==> config.mk <==
export PLATFORM = sky130hd
export DESIGN_NAME = vga_capture_monitor
export DESIGN_NICKNAME = d
export VERILOG_FILES = /design/src/rtl/vga_capture_monitor.sv
export SDC_FILE = /design/constraint.sdc
export NUM_CORES = 1
export LEC_CHECK = 0
export BUFFER_PORTS_ARGS = -buffer_cell sky130_fd_sc_hd__buf_2
export CORE_UTILIZATION = 35
export DETAILED_ROUTE_END_ITERATION = 7
export PLACE_DENSITY = 0.63
export SLEW_MARGIN = 20
export SYNTH_ARGS = -nofsm -noshare
export SYNTH_HDL_FRONTEND = slang
export SYNTH_SLANG_ARGS = --single-unit
==> constraint.sdc <==
create_clock -name clk -period 7.35 [get_ports clk]
set_input_delay 1.47 -clock clk [delete_from_list [all_inputs] [get_ports clk]]
set_output_delay 1.47 -clock clk [all_outputs]
set_load 0.01 [all_outputs]
==> src/rtl/vga_capture_monitor.sv <==
// -----------------------------------------------------------------------------
// vga_capture_monitor
//
// Receive-side checker for a VGA-style pixel stream. HS, VS and rgb are
// sampled on the pixel clock. Pixel coordinates are rebuilt using only the
// sync edges. Line and frame timing is checked against the configured mode
// (640x480@60 by default). The block reports lock, per-pixel data and
// timing violations.
//
// Ports
//   clk          in   1   pixel clock
//   reset        in   1   synchronous, active-low reset
//   HS           in   1   horizontal sync (asserted level = SYNC_POL)
//   VS           in   1   vertical sync   (asserted level = SYNC_POL)
//   rgb          in   8   pixel data
//   locked       out  1   line and frame timing locked
//   pix_valid    out  1   pix_* describes a visible pixel while locked
//   pix_x        out  11  recovered column of the sample on pix_rgb
//   pix_y        out  11  recovered row of the sample on pix_rgb
//   pix_rgb      out  8   rgb of that sample
//   frame_start  out  1   pulse together with pix_valid at x=0, y=0
//   err          out  1   one-cycle pulse on a timing violation while locked
//   err_cnt      out  8   saturating violation count
//
// Latency: a sample presented before edge N is registered at edge N and is
// visible on the outputs after edge N+1.
// -----------------------------------------------------------------------------
module vga_capture_monitor #(
  parameter int H_ACTIVE     = 640,
  parameter int H_TOTAL      = 800,
  parameter int H_SYNC_START = 656,
  parameter int H_SYNC_LEN   = 96,
  parameter int V_ACTIVE     = 480,
  parameter int V_TOTAL      = 525,
  parameter int V_SYNC_START = 490,
  parameter int SYNC_POL     = 0,
  parameter int LOCK_LINES   = 4
) (
  input  logic        clk,
  input  logic        reset,
  input  logic        HS,
  input  logic        VS,
  input  logic [7:0]  rgb,
  output logic        locked,
  output logic        pix_valid,
  output logic [10:0] pix_x,
  output logic [10:0] pix_y,
  output logic [7:0]  pix_rgb,
  output logic        frame_start,
  output logic        err,
  output logic [7:0]  err_cnt
);

  typedef enum logic [2:0] {
    SEARCH,
    H_ALIGN,
    V_ALIGN,
    V_CHECK,
    LOCKED
  } state_t;

  localparam logic [10:0] X_LAST    = 11'(H_TOTAL - 1);
  localparam logic [10:0] X_HS_RISE = 11'(H_SYNC_START);
  localparam logic [10:0] X_HS_FALL = 11'(H_SYNC_START + H_SYNC_LEN);
  localparam logic [10:0] X_ACT     = 11'(H_ACTIVE);
  localparam logic [10:0] Y_LAST    = 11'(V_TOTAL - 1);
  localparam logic [10:0] Y_VS_RISE = 11'(V_SYNC_START);
  localparam logic [10:0] Y_VS_FALL = 11'(V_SYNC_START + 2);
  localparam logic [10:0] Y_ACT     = 11'(V_ACTIVE);
  localparam logic [7:0]  LOCK_N    = 8'(LOCK_LINES);
  localparam logic        SYNC_LVL  = (SYNC_POL != 0);

  // Input stage. Syncs are stored as "asserted" flags, not raw levels, so
  // that the all-zero reset value means "not asserted" for either polarity.
  logic       hs_act_q, hs_act_d;
  logic       vs_act_q, vs_act_d;
  logic       hs_prev_q, hs_prev_d;
  logic       vs_prev_q, vs_prev_d;
  logic [7:0] rgb_q, rgb_d;

  // Tracking state.
  state_t      state_q, state_d;
  logic [7:0]  good_cnt_q, good_cnt_d;
  logic        rise_ok_q, rise_ok_d;
  logic [10:0] x_q, x_d;
  logic [10:0] y_q, y_d;

  // Output registers.
  logic [7:0]  pix_rgb_q, pix_rgb_d;
  logic        pix_valid_q, pix_valid_d;
  logic        frame_start_q, frame_start_d;
  logic        err_q, err_d;
  logic [7:0]  err_cnt_q, err_cnt_d;
  logic        locked_q, locked_d;

  // Combinational helpers.
  logic        hs_rise, hs_fall, vs_rise, vs_fall, vs_edge;
  logic [10:0] x_pred, y_pred;
  logic        bad_line, good_line, violation;

  // NOTE: every signal written here gets a default value first. Then no
  //       path through the case leaves one unassigned, so no latch is inferred.
  always_comb begin
    hs_act_d  = (HS == SYNC_LVL);
    vs_act_d  = (VS == SYNC_LVL);
    rgb_d     = rgb;
    hs_prev_d = hs_act_q;
    vs_prev_d = vs_act_q;

    hs_rise = hs_act_q & ~hs_prev_q;
    hs_fall = ~hs_act_q & hs_prev_q;
    vs_rise = vs_act_q & ~vs_prev_q;
    vs_fall = ~vs_act_q & vs_prev_q;
    vs_edge = vs_rise | vs_fall;

    // Free-running prediction for this sample, before any sync reload.
    x_pred = (x_q == X_LAST) ? 11'd0 : x_q + 11'd1;
    y_pred = y_q;
    if (!hs_rise && (x_q == X_LAST)) begin
      y_pred = (y_q == Y_LAST) ? 11'd0 : y_q + 11'd1;
    end

    // The HS reload wins. Every VS check below uses the reloaded x (x_d).
    x_d = hs_rise ? X_HS_RISE : x_pred;
    y_d = y_pred;

    // A rise off the predicted column means the line length was wrong. A
    // fall off the predicted column means the pulse width was wrong.
    bad_line  = (hs_rise && (x_pred != X_HS_RISE)) ||
                (hs_fall && (x_pred != X_HS_FALL));
    good_line = hs_fall && rise_ok_q && (x_pred == X_HS_FALL);

    rise_ok_d = rise_ok_q;
    if (hs_rise) begin
      rise_ok_d = (x_pred == X_HS_RISE);
    end

    state_d    = state_q;
    good_cnt_d = good_cnt_q;
    violation  = 1'b0;

    case (state_q)
      SEARCH: begin
        if (hs_rise) begin
          state_d    = H_ALIGN;
          good_cnt_d = 8'd0;
          // The first pulse only sets the phase of x. It was not checked.
          rise_ok_d  = 1'b0;
        end
      end
      H_ALIGN: begin
        if (bad_line) begin
          good_cnt_d = 8'd0;
        end else if (good_line) begin
          good_cnt_d = good_cnt_q + 8'd1;
          if (good_cnt_d >= LOCK_N) begin
            state_d = V_ALIGN;
          end
        end
      end
      V_ALIGN: begin
        if (vs_rise) begin
          y_d = Y_VS_RISE;
        end
        if (vs_edge && (x_d != 11'd0)) begin
          state_d = SEARCH;
        end else if (vs_rise) begin
          state_d = V_CHECK;
        end else if (bad_line) begin
          state_d = SEARCH;
        end
      end
      V_CHECK: begin
        if (bad_line) begin
          state_d = SEARCH;
        end else if (vs_rise) begin
          // A full frame of free counting must land back on the sync row.
          state_d = ((x_d == 11'd0) && (y_pred == Y_VS_RISE)) ? LOCKED : SEARCH;
        end
      end
      LOCKED: begin
        violation = bad_line ||
                    (vs_edge && (x_d != 11'd0)) ||
                    (vs_rise && (y_d != Y_VS_RISE)) ||
                    (vs_fall && (y_d != Y_VS_FALL));
        if (violation) begin
          state_d = SEARCH;
        end
      end
      default: state_d = SEARCH;
    endcase

    err_d         = violation;
    err_cnt_d     = (violation && (err_cnt_q != 8'hFF)) ? err_cnt_q + 8'd1 : err_cnt_q;
    locked_d      = (state_d == LOCKED);
    pix_valid_d   = locked_d && (x_d < X_ACT) && (y_d < Y_ACT);
    frame_start_d = pix_valid_d && (x_d == 11'd0) && (y_d == 11'd0);
    pix_rgb_d     = rgb_q;
  end

  // NOTE: registers are updated with non-blocking assignments. All flops
  //       then sample the values from before the edge, whatever the order
  //       of the statements. Every flop is plain state with a defined value
  //       after reset. There is no memory array here to leave unreset.
  always_ff @(posedge clk) begin
    if (!reset) begin
      hs_act_q      <= 1'b0;
      vs_act_q      <= 1'b0;
      hs_prev_q     <= 1'b0;
      vs_prev_q     <= 1'b0;
      rgb_q         <= 8'd0;
      state_q       <= SEARCH;
      good_cnt_q    <= 8'd0;
      rise_ok_q     <= 1'b0;
      x_q           <= 11'd0;
      y_q           <= 11'd0;
      pix_rgb_q     <= 8'd0;
      pix_valid_q   <= 1'b0;
      frame_start_q <= 1'b0;
      err_q         <= 1'b0;
      err_cnt_q     <= 8'd0;
      locked_q      <= 1'b0;
    end else begin
      hs_act_q      <= hs_act_d;
      vs_act_q      <= vs_act_d;
      hs_prev_q     <= hs_prev_d;
      vs_prev_q     <= vs_prev_d;
      rgb_q         <= rgb_d;
      state_q       <= state_d;
      good_cnt_q    <= good_cnt_d;
      rise_ok_q     <= rise_ok_d;
      x_q           <= x_d;
      y_q           <= y_d;
      pix_rgb_q     <= pix_rgb_d;
      pix_valid_q   <= pix_valid_d;
      frame_start_q <= frame_start_d;
      err_q         <= err_d;
      err_cnt_q     <= err_cnt_d;
      locked_q      <= locked_d;
    end
  end

  assign locked      = locked_q;
  assign pix_valid   = pix_valid_q;
  assign pix_x       = x_q;
  assign pix_y       = y_q;
  assign pix_rgb     = pix_rgb_q;
  assign frame_start = frame_start_q;
  assign err         = err_q;
  assign err_cnt     = err_cnt_q;

endmodule

---- After elaboration in Yosys (flattened, before gate mapping) ----
Index checks and enable logic that the tools add are counted.
word-level totals
  register bits ........................... 66
  input bits .............................. 12
  output and inout port bits .............. 42
  word-level logic and storage cells ...... 102
cells by class
  $add $sub $neg .......................... 4
  magnitude comparators ................... 3
  equal/unequal tests ..................... 17
  muxes and demuxes ....................... 26
  bitwise operators ....................... 11
  reduce and logical (&&, ||, !) cells .... 25
operators with widths
  operator                 number
  $mux W11                 6
  $eq A11 B10 Y1 const B   4
  $mux W3                  11
  $mux W8                  3
  $add A11 B1 Y11 const B  2
  $logic_not A11 Y1        2
  $ne A11 B10 Y1 const B   2
  $ne A11 B9 Y1 const B    2
  $add A8 B1 Y8 const B    2
  $pmux W8 S2              1
  $pmux W3 S5              1
  $logic_and A1 B1 Y1      14
  $eq A11 B9 Y1 const B    1
  $lt A11 B10 Y1 const B   1
  $lt A11 B9 Y1 const B    1
  $reduce_bool A11 Y1      1
  $ge A8 B3 Y1 const B     1
  $ne A8 B8 Y1 const B     1
  $eq A3 B2 Y1 const B     2
  $eq A3 B3 Y1 const B     2
  $not A1 Y1               6
  $and A1 B1 Y1            4
  $logic_or A1 B1 Y1       4
  $mux W1                  4
  8 further kinds          8

---- Longest topological paths before layout ----
Gate-level depths: netlist of run 1.
  depth after elaboration ................. 16
  gate-level depth with buffers ........... 13
  mapped depth without buffers ............ 11

---- Worst setup path after synthesis of run 1 ----
Ideal clock, no wire load.
  path type ............................... reg-to-reg
  from .................................... register x_q[0] (netlist: pix_x[0])
  to ...................................... register err_cnt_q[5] (netlist: err_cnt[5])
  library setup time ...................... 0.071 ns
  arrival time ............................ 2.992 ns
  data required time ...................... 7.279 ns
  setup slack ............................. 4.287 ns
  cell stages (with the launch flop) ...... 11
  buffers on the path ..................... 0
  period minus slack after synthesis ...... 3.063 ns
  cells stage by stage .................... dfxtp_1 -> ha_1 -> nand4_1 -> or3_1 -> o211ai_1 -> nor4b_1 -> a31oi_1 -> nor4_1 -> a211o_1 -> or4_1 -> a21oi_1
on the way
  cells in the longest elaborated chain, start to end .. 10
  elaborated cells between the ends (all ways) .. 22
  classes of those cells .................. 1 x add/sub; 5 x eq/ne; 4 x mux; 12 x reduce/logical
ends and longest elaborated chain
  item                                                       RTL line  source
  start: declaration                                         85        logic [10:0] x_q, x_d;
  start signal: assignment                                   215       x_q <= 11'd0;
  start signal: assignment                                   232       x_q <= x_d;
  $add A11 B1 Y11 or $eq A11 B10 Y1 (tied branches)          117, 119
  $mux W11                                                   117       x_pred = (x_q == X_LAST) ? 11'd0 : x_q + 11'd1;
  $ne A11 B10 Y1, or another cell as far along               129       bad_line = (hs_rise && (x_pred != X_HS_RISE)) ||
  $logic_and A1 B1 Y1, or another cell as far along          129
  $logic_or A1 B1 Y1 or $logic_and A1 B1 Y1 (tied branches)  129, 183
  $logic_or A1 B1 Y1                                         182       violation = bad_line ||
  $logic_or A1 B1 Y1                                         183       (vs_edge && (x_d != 11'd0)) ||
  $logic_or A1 B1 Y1 *                                       184       (vs_rise && (y_d != Y_VS_RISE)) ||
  $mux W1 *                                                  142       case (state_q)
  $logic_and A1 B1 Y1 *                                      194       err_cnt_d = (violation && (err_cnt_q != 8'hFF)) ? err_cnt_q + 8'd1 : err_cnt_q;
  end signal: assignment                                     238       err_cnt_q <= err_cnt_d;
  end: declaration                                           93        logic [7:0] err_cnt_q, err_cnt_d;
Mark *: on every way between the ends. The rest lies on a longest branch, timed or not.
A chain may end at the register's enable or synchronous reset.

---- Final worst setup path of run 1 ----
Ends and elaborated chain as after synthesis.

==> results.cfg, run 1 <==
[logic_synthesis]
synth_top_family_by_area = simple AND/OR/NAND/NOR gates
syn-num-nets = 446
synth-seq-area-share = 0.375
yosysUniqueCellTypes = 62
synth_area_um2 = 3530
synth-adder-area-share = 0.0248
syn_area_per_cell_um2 = 8.26
synthSimpleGateAreaFrac = 0.318
synth_ff_type = dfxtp_1
synth_xor_area_frac = 0.0422
synth_warnings = 0
synth_compound_area_frac = 0.181
synth_seq_cells = 66
synth-edff-count = 0
synth_cells = 427
muxShareOfSynthArea = 0.0121
async_flop_share = 0

[floorplanning]
die_w_um = 102
die-area_um2 = 10500
initial_utilization = 0.361
io_pins = 54
num_rows = 36
fp.dieH_um = 102
core_area_um2 = 9770

[final_layout]
layout_common_cells = dfxtp_1 (66), buf_2 (53), nor2_1 (36), nand2_1 (34), nand3_1 (28)
num_antenna_cells = 0
drive_gt1_frac = 0.171
final_common_cell = dfxtp_1
fill_cells = 1009
layout.cells.non_filler = 606
area_growth_pct = 15.5
fin_nets = 487

[timing]
tightest_slew_ns = 0.804
fin_crit_ns = 3.87
tns_ns = 0
relSlewSlack = 0.464
setup_viol = 0
finClkSkew_ns = 0.00701
hold_viol = 0
fmax_mhz = 259
grt_setup_unrepaired = false
timing.final.crit_share = 0.526
slew_viol_final = 0

[clock_tree]
clock_latency_ns = 0.34
post-cts-setup-buffer-count = 0
clockBufferDepth = 2
cts_buffers = 9
path_clk_slew_ns = 0.08
cts_resized = 0
cts_hold_buf = 0
tritoncts = done
htree_num_levels = 3
cts.sinks = 66
root_buffer = clkbuf_8

[global_route]
grt_pass1_wl_um = 13800
grt_start_max_net_pins = 34
antenna_found_initial = 0
track_usage = 0.171
grt_pass1_vias = 2918
overflow = 0

[worst_setup_path]
crit_fanout = 15
crit_required_ns = 7.55
endpoint_kind = register
cp_slowest_cell = nor4_4
path_delay_family = simple AND/OR/NAND/NOR gates
start_kind = register
crit_type = reg2reg
cpPeakStageDelay_ns = 0.76
arrival_ns = 4.07
critPathBufInv = 0
cp_cell_sequence = ha_1, nand4_1, nor4_4, or2b_1, o21ai_0, a41oi_2, nor4_1, a211o_1, or4_1, a21oi_1

[pwr]
p_leak_nw = 1.57
p_per_area_nw_per_um2 = 187
ir_worst_vdd_v = 0.000102

[placement]
globalplace.congestion = 0.849
dp_cells = 590
io_buffers = 53
dp_hpwl_um = 5890

[drt]
drc = 0
postRouteAntennaNets = 0
wl_met1_um = 4060
route.vias.total = 3267
avgRoutedWirePerCell_um = 14.1
wl_met2_um = 3920
vias_per_cell = 5.39
first_pass_iters = 5
routed_wl_um = 8560
wl_met3_um = 422
drtIter0Drc = 140
highest_layer = met4

[flow_run]
maxCapViolations = 0

[run_status]
status = complete, no violations

[worst_hold_path]
hp-class = reg2reg
-- path summary, 6_finish.rpt --
| kind | slack (ns) | endpoint | cells after the start | from |
|---|---|---|---|---|
| setup / recovery | 3.48 | err_cnt[5]$_SDFFE_PN0P_ | 10 | pix_x[0]$_SDFF_PN0_ |
| hold / removal | 0.43 | pix_rgb[2]$_SDFF_PN0_ | 1 | pix_rgb_d[2]$_SDFF_PN0_ |
| setup reg to reg | 3.48 | err_cnt[5]$_SDFFE_PN0P_ | 10 | pix_x[0]$_SDFF_PN0_ |
| hold reg to reg | 0.43 | pix_rgb[2]$_SDFF_PN0_ | 1 | pix_rgb_d[2]$_SDFF_PN0_ |
-- cell usage after synthesis (2+ instances only) --
cell,instances,area share
dfxtp_1,66,0.37
nor2_1,36,0.038
nand2_1,34,0.036
nand3_1,28,0.040
a21oi_1,26,0.037
and2_1,21,0.037
inv_1,16,0.017
o21ai_0,16,0.023
clkbuf_1,15,0.016
and3_1,12,0.021
xnor2_1,10,0.025
nand4_1,9,0.016
or3_1,9,0.016
nand2b_1,8,0.014
ha_1,7,0.025
nor3_1,7,0.0099
o21ai_1,7,0.0099
xor2_1,7,0.017
nand3b_1,6,0.013
nor2b_1,6,0.011
a31oi_1,5,0.0089
and4_1,5,0.012
buf_2,5,0.0071
o31ai_1,5,0.011
or4_1,5,0.011
a221o_1,4,0.011
nor4_1,3,0.0053
nor4b_1,3,0.0075
o2111a_1,3,0.0096
o211ai_1,3,0.0064
a211oi_1,2,0.0043
a21o_1,2,0.0043
a22oi_1,2,0.0043
buf_4,2,0.0043
mux2_2,2,0.0064
mux2i_1,2,0.0057
nand4b_1,2,0.0050
o311a_1,2,0.0057
-- stage by stage --
stage	setup slack, ns	utilization	cell area [µm²]	total power [mW]	hold WS [ns]
floorplan	4.29	-	3530	0.411	0.406
finish	3.48	0.417	4080	0.762	0.433
CTS	3.50	0.417	4080	0.774	0.437
detailed placement	3.54	0.394	3850	0.426	0.418
global route	3.23	0.417	4080	0.803	0.458
global placement	3.69	0.394	3850	0.425	0.408
-- cells by family (layout without fill, tap and decap cells) --
logic type | after synthesis | after routing
AND/OR/NAND/NOR | 202 | 202
XOR/XNOR | 17 | 17
multiplexers | 4 | 4
adder cells (fa/ha/maj) | 7 | 7
AO/OA/AOI/OAI | 92 | 92
buffers and inverters | 39 | 85
flip-flops | 66 | 66
-- where the power goes --
| part | internal, mW | switching, mW | leakage, nW |
|---|---|---|---|
| Combinational | 0.0182 | 0.0285 | 0.918 |
| Sequential | 0.365 | 0.00616 | 0.537 |
| Clock | 0.194 | 0.151 | 0.114 |
-- metal layers --
metal	vias up	GRT usage
li1	1641	-
met3	14	0.0438
met4	0	0.0681
met2	94	0.267
met1	1518	0.226
met5	-	0
-- state kept, by name (all words and copies together) (netlist names), named ones only --
signal and cells:
err_cnt 8, good_cnt_q 8, frame_start 1, hs_prev_q 1, pix_valid 1, state_q 3
vs_act_q 1, locked 1, vs_prev_q 1, pix_y 11, pix_x 11, pix_rgb_d 8
pix_rgb 8, hs_act_q 1, err 1
-- layout make-up --
| type | instances | area [µm²] | share of cell area |
|---|---|---|---|
| Tap cell | 133 | 166 | 0.0408 |
| Clock buffer | 9 | 124 | 0.0304 |
| Multi-Input combinational cell | 322 | 2040 | 0.500 |
| Sequential cell | 66 | 1320 | 0.324 |
| Timing Repair Buffer | 53 | 265 | 0.0651 |
| Inverter | 16 | 60.1 | 0.0147 |
| Clock inverter | 7 | 100 | 0.0246 |
(Power assumes the default switching activity.)
==> run 2: changes to the inputs <==
--- a/config.mk
+++ b/config.mk
@@ -5,10 +5,11 @@
 export SDC_FILE = /design/constraint.sdc
 export NUM_CORES = 1
 export LEC_CHECK = 0
+export ABC_AREA = 1
 export BUFFER_PORTS_ARGS = -buffer_cell sky130_fd_sc_hd__buf_2
 export CORE_UTILIZATION = 35
 export DETAILED_ROUTE_END_ITERATION = 7
-export PLACE_DENSITY = 0.63
+export PLACE_DENSITY = 0.64
 export SLEW_MARGIN = 20
 export SYNTH_ARGS = -nofsm -noshare
 export SYNTH_HDL_FRONTEND = slang
==> constraint.sdc (replaced) <==
create_clock -name clk -period 3.2 [get_ports clk]
set_input_delay 0.64 -clock clk [delete_from_list [all_inputs] [get_ports clk]]
set_output_delay 0.64 -clock clk [all_outputs]
set_load 0.01 [all_outputs]
==> run 2 against run 1 <==
Compared with the run above:
- register-to-register slack got worse by 2.9 ns
- sequential cell count unchanged
- global-route usage decreased by 0.88 points
- non-clock buffer count increased by 2
- sequential power increased by 130%
- sequential share of layout area decreased by 2.2 points
- combinational power increased to 3.3 times the previous value
- count of clock-buffer cells in the layout increased by 3
- power increased by 120%
- critical path depth increased by 4
- synthesized area increased by 7.7%
- synthesized cell count increased by 33%
- critical path type unchanged
- largest power group unchanged
==> results.cfg, run 2 <==
[final_layout]
num_antenna_cells = 0
multiInputGateArea_um2 = 2070
fin_nets = 641
seqCellArea_um2 = 1320
final_common_cell = nand2_1
layout.cells.non_filler = 761
drive_gt1_frac = 0.210
area_growth_pct = 14.9
layout_common_cells = nand2_1 (127), nor2_1 (99), inv_1 (85), dfxtp_1 (66), buf_2 (53)
design_area_um2 = 4370
fill_cells = 1123

[flow_run]
maxCapViolations = 0

[drt]
vias_per_cell = 4.69
drc = 0
route.vias.total = 3568
avgRoutedWirePerCell_um = 11.4
postRouteAntennaNets = 0
routed_wl_um = 8640
first_pass_iters = 4
drtIter0Drc = 204

[worst_setup_path]
crit_fanout = 17
arrival_ns = 2.81
startpoint = pix_x[0]$_SDFF_PN0_
endpoint_kind = register
crit_required_ns = 3.44
start_kind = register
r2r-start = pix_x[0]$_SDFF_PN0_
crit_type = reg2reg

[timing]
fmax_mhz = 389
finClkSkew_ns = 0.0137
whs_ns = 0.418
setup_viol = 0
fin_ws_ns = 0.630
tightest_slew_ns = 0.919
fin_crit_ns = 2.57
grt_setup_unrepaired = false
hold_viol = 0
slew_viol_final = 0
tns_ns = 0
relSlewSlack = 0.387
timing.final.crit_share = 0.803

[global_route]
track_usage = 0.163
antenna_found_initial = 0
overflow = 0
grt_start_max_net_pins = 37
grt_pass1_wl_um = 14900
grt_pass1_vias = 3446

[logic_synthesis]
synth_ff_type = dfxtp_1
synthTopCellsByArea = dfxtp_1 (35%), nand2_1 (13%), nor2_1 (9.8%), inv_1 (8.4%), nand3_1 (4.1%)
synth_area_um2 = 3800
synthTopCellsByCount = nand2_1 (127), nor2_1 (99), inv_1 (85)
synth_warnings = 0
yosysMostFrequentCell = nand2_1
synth-edff-count = 0
yosysUniqueCellTypes = 36
syn_area_per_cell_um2 = 6.70
syn-num-nets = 586
synth-seq-area-share = 0.348
synth_cells = 567
async_flop_share = 0
synth_seq_cells = 66
yosys.area.top_type = dfxtp_1
netlist.area_leader.share = 0.348

[run_status]
status = complete, no violations

[clock_tree]
cts.sinks = 66
cts_buffers = 9
cts_hold_buf = 0
clock_latency_ns = 0.35
tritoncts = done
htree_num_levels = 3
path_clk_slew_ns = 0.08
post-cts-setup-buffer-count = 0
clockBufferDepth = 2
cts_resized = 0
root_buffer = clkbuf_8

[pwr]
ir_worst_vdd_v = 0.000274
p_leak_nw = 2.23
p_per_area_nw_per_um2 = 383

[worst_hold_path]
worstHoldStart = pix_rgb_d[1]$_SDFF_PN0_
hp-class = reg2reg

[floorplanning]
io_pins = 54
initial_utilization = 0.365
core_area_um2 = 10400
num_rows = 37
die_w_um = 106
die-area_um2 = 11300
fp.dieH_um = 106

[placement]
placed_area_um2 = 4190
dp_cells = 747
globalplace.congestion = 0.858
pre_cts_ws_ns = 0.640
dp_hpwl_um = 6420
io_buffers = 53
==> run 2: cells by family after synthesis <==
| group | share of synthesized area |
|---|---|
| buf+inv | 0.106 |
| fa+ha+maj | 0.0231 |
| compound gates | 0.0695 |
| flops | 0.348 |
| simple gates | 0.424 |
| xor+xnor | 0.0300 |
==> run 2: final timing paths <==
kind                                                 to  slack, ns  cells after the start
worst max-delay path            err_cnt[0]$_SDFFE_PN0P_       0.63                     14
worst min-delay path              pix_rgb[1]$_SDFF_PN0_       0.42                      2
worst max register to register  err_cnt[0]$_SDFFE_PN0P_       0.63                     14
worst min register to register    pix_rgb[1]$_SDFF_PN0_       0.42                      2
==> run 2: layout make-up <==
class,count,share of cell area
clock inverters,2,0.00287
inverters,91,0.0782
clock buffers,12,0.0378
repair buffers,55,0.0642
well taps,136,0.0390
multi-input cells,399,0.475
flip-flops and latches,66,0.303
==> run 2: worst max-delay path, stage by stage, from the launching register on <==
cell and delay [ns]:
dfxtp_1 0.42, ha_1 0.24, nand2_4 0.11, nor2_4 0.14
nand4_4 0.25, o21ai_0 0.40, nand2_1 0.10, nor2_1 0.12
nand3_1 0.11, nand2_2 0.11, nand3_4 0.14, nand3_4 0.17
nand2_1 0.07, nand2_1 0.06, nor2_1 0.04
==> run 2: per-layer routing <==
layer | GRT usage | wire length (µm) | up-vias
met4 | 0.0685 | 158 | 0
li1 | - | - | 1872
met1 | 0.204 | 4250 | 1608
met2 | 0.270 | 3840 | 73
met3 | 0.0325 | 388 | 15
met5 | 0 | 0 | -
==> run 2: per-stage QoR <==
stage                util  total power, mW
finish              0.419             1.67
global route        0.419             1.73
CTS                 0.419             1.68
detailed placement  0.402             1.04
global placement    0.402             1.04
floorplan               -            0.994
==> run 2: report_power, final <==
group | internal, mW | switching [mW] | leakage (nW)
sequential | 0.848 | 0.0187 | 0.538
combinational | 0.0532 | 0.100 | 1.60
clock | 0.335 | 0.315 | 0.0903
==> run 3: changes to the inputs <==
==> constraint.sdc (replaced) <==
create_clock -name clk -period 2.11 [get_ports clk]
set_input_delay 0.422 -clock clk [delete_from_list [all_inputs] [get_ports clk]]
set_output_delay 0.422 -clock clk [all_outputs]
set_load 0.01 [all_outputs]
==> run 3 against run 2 <==
Compared with the run above:
- largest cell class unchanged
- hold slack got worse by 0.18 ns
- setup slack got worse by 0.77 ns
- critical path type unchanged
- the flow now finishes with violations (setup timing)
- utilization increased by 8.3 points
- largest power group unchanged
- via count increased by 11%
- sequential cell count unchanged
- critical path depth increased by 2
- highest routed layer unchanged
- critical endpoint is now err_cnt[3]$_SDFFE_PN0P_
==> results.cfg, run 3 (synthesized netlist as in run 2, its figures left out) <==
[flow_run]
maxCapViolations = 0

[worst_setup_path]
cp_slowest_cell = dfxtp_2
start_kind = register
r2r-start = pix_x[0]$_SDFF_PN0_
r2r_setup_slack_ns = -0.14
crit_required_ns = 2.39
crit_fanout = 5
critPathBufInv = 1
endpoint_kind = register
path_delay_family = simple AND/OR/NAND/NOR gates
crit-reg2reg-capture = err_cnt[3]$_SDFFE_PN0P_
cpPeakStageDelay_ns = 0.35
worstRegToRegCells = 16
cp_cell_sequence = ha_4, nand2_4, buf_6, nor2_8, nand3_4, nand3_4, nand2_2, nor3_2, nand2_2, nand2_2, nand2_4, nor2_4, nand3_4, nand3_4, nand2_2, a21oi_2
crit_type = reg2reg
arrival_ns = 2.53

[pwr]
power.total_mw = 2.73
p_leak_nw = 2.65
p_per_area_nw_per_um2 = 523
ir_worst_vdd_v = 0.000362

[final_layout]
area_growth_pct = 37.7
design_area_um2 = 5230
fin_nets = 722
final_common_cell = nand2_1
fill_cells = 1035
drive_gt1_frac = 0.359
layout.cells.non_filler = 843
layout_common_cells = nand2_1 (119), nor2_1 (88), inv_1 (83), buf_4 (76), dfxtp_1 (59)
num_antenna_cells = 0
final_util = 0.502

[timing]
slew_viol_final = 0
setup_viol = 21
fin_crit_ns = 2.25
grt_setup_unrepaired = true
fin_ws_ns = -0.141
hold_viol = 0
timing.final.crit_share = 1.07
tightest_slew_ns = 0.558
fmax_mhz = 444
relSlewSlack = 0.628
finClkSkew_ns = 0.0127

[drt]
wl_met2_um = 4780
first_pass_iters = 5
routed_wl_um = 10000
drc = 0
avgRoutedWirePerCell_um = 11.9
route.vias.total = 3969
vias_per_cell = 4.71
drtIter0Drc = 199
wl_met3_um = 543
postRouteAntennaNets = 0
wl_met1_um = 4550
highest_layer = met4

[clock_tree]
clock_latency_ns = 0.35
cts_hold_buf = 0
root_buffer = clkbuf_8
tritoncts = done
cts_buffers = 9
path_clk_slew_ns = 0.07
cts.sinks = 66
htree_num_levels = 3
clockBufferDepth = 2

[worst_hold_path]
worstHoldStart = HS
hp-class = in2reg
holdPathStages = 2
hold_end = hs_act_q$_SDFF_PN0_

[floorplanning]
num_rows = 37
die-area_um2 = 11300
io_pins = 54
die_w_um = 106
initial_utilization = 0.365
core_area_um2 = 10400
fp.dieH_um = 106

[global_route]
grt_pass1_vias = 3859
overflow = 0
antenna_found_initial = 0
grt_start_max_net_pins = 37
track_usage = 0.186
grt_pass1_wl_um = 17000

[run_status]
status = finished with violations
violations = setup timing

[placement]
io_buffers = 53
globalplace.congestion = 0.891
dp_hpwl_um = 7090
dp_cells = 818
placed_area_um2 = 4730
run 3: what timing repair did:
item                                    4_1_cts  5_1_grt
endpoints found under the setup margin       23       24
gates cloned                                  5        0
pin swaps                                     8       22
buffers inserted                              2        3
gates resized for setup                      15       43
run 3: report_power, final:
group	total, mW	internal [mW]	switching (mW)
Combinational	0.313	0.123	0.190
Clock	1.11	0.635	0.476
Sequential	1.31	1.29	0.0232
run 3: cell type report:
type	instances	area, µm²	share of cell area
Clock buffer	13	169	0.0323
Timing Repair Buffer	131	858	0.164
Inverter	91	342	0.0653
Multi-Input combinational cell	404	2320	0.444
Tap cell	136	170	0.0325
Sequential cell	66	1330	0.255
Clock inverter	2	35.0	0.00670
run 3: how the worst max path moves through the flow:
stage,startpoint,endpoint,slack [ns],depth (start not counted)
final,pix_x[0]$_SDFF_PN0_,err_cnt[3]$_SDFFE_PN0P_,-0.14,16
after global routing,pix_x[7]$_SDFF_PN0_,err_cnt[3]$_SDFFE_PN0P_,-0.29,16
after CTS,pix_x[0]$_SDFF_PN0_,err_cnt[0]$_SDFFE_PN0P_,-0.12,17
after detailed placement,pix_x[0]$_SDFF_PN0_,err_cnt[0]$_SDFFE_PN0P_,-0.22,17
after global placement,pix_x[0]$_SDFF_PN0_,err_cnt[0]$_SDFFE_PN0P_,-0.18,17
after floorplan,pix_x[0]$_SDFF_PN0_,err_cnt[0]$_SDFFE_PN0P_,0.006,17
run 3: routing by layer:
layer | track usage | vias to the layer above
met5 | 0 | -
met4 | 0.0813 | 0
met3 | 0.0411 | 13
met2 | 0.312 | 94
met1 | 0.226 | 1804
li1 | - | 2058
run 3: stage by stage:
stage / setup TNS, ns / hold WS [ns] / setup WS (ns)
floorplan: 0 / 0.386 / 0.00610
global placement: -2.27 / 0.394 / -0.181
detailed placement: -3.44 / 0.402 / -0.222
CTS: -1.95 / 0.214 / -0.117
global route: -5.57 / 0.221 / -0.292
finish: -2.14 / 0.236 / -0.141
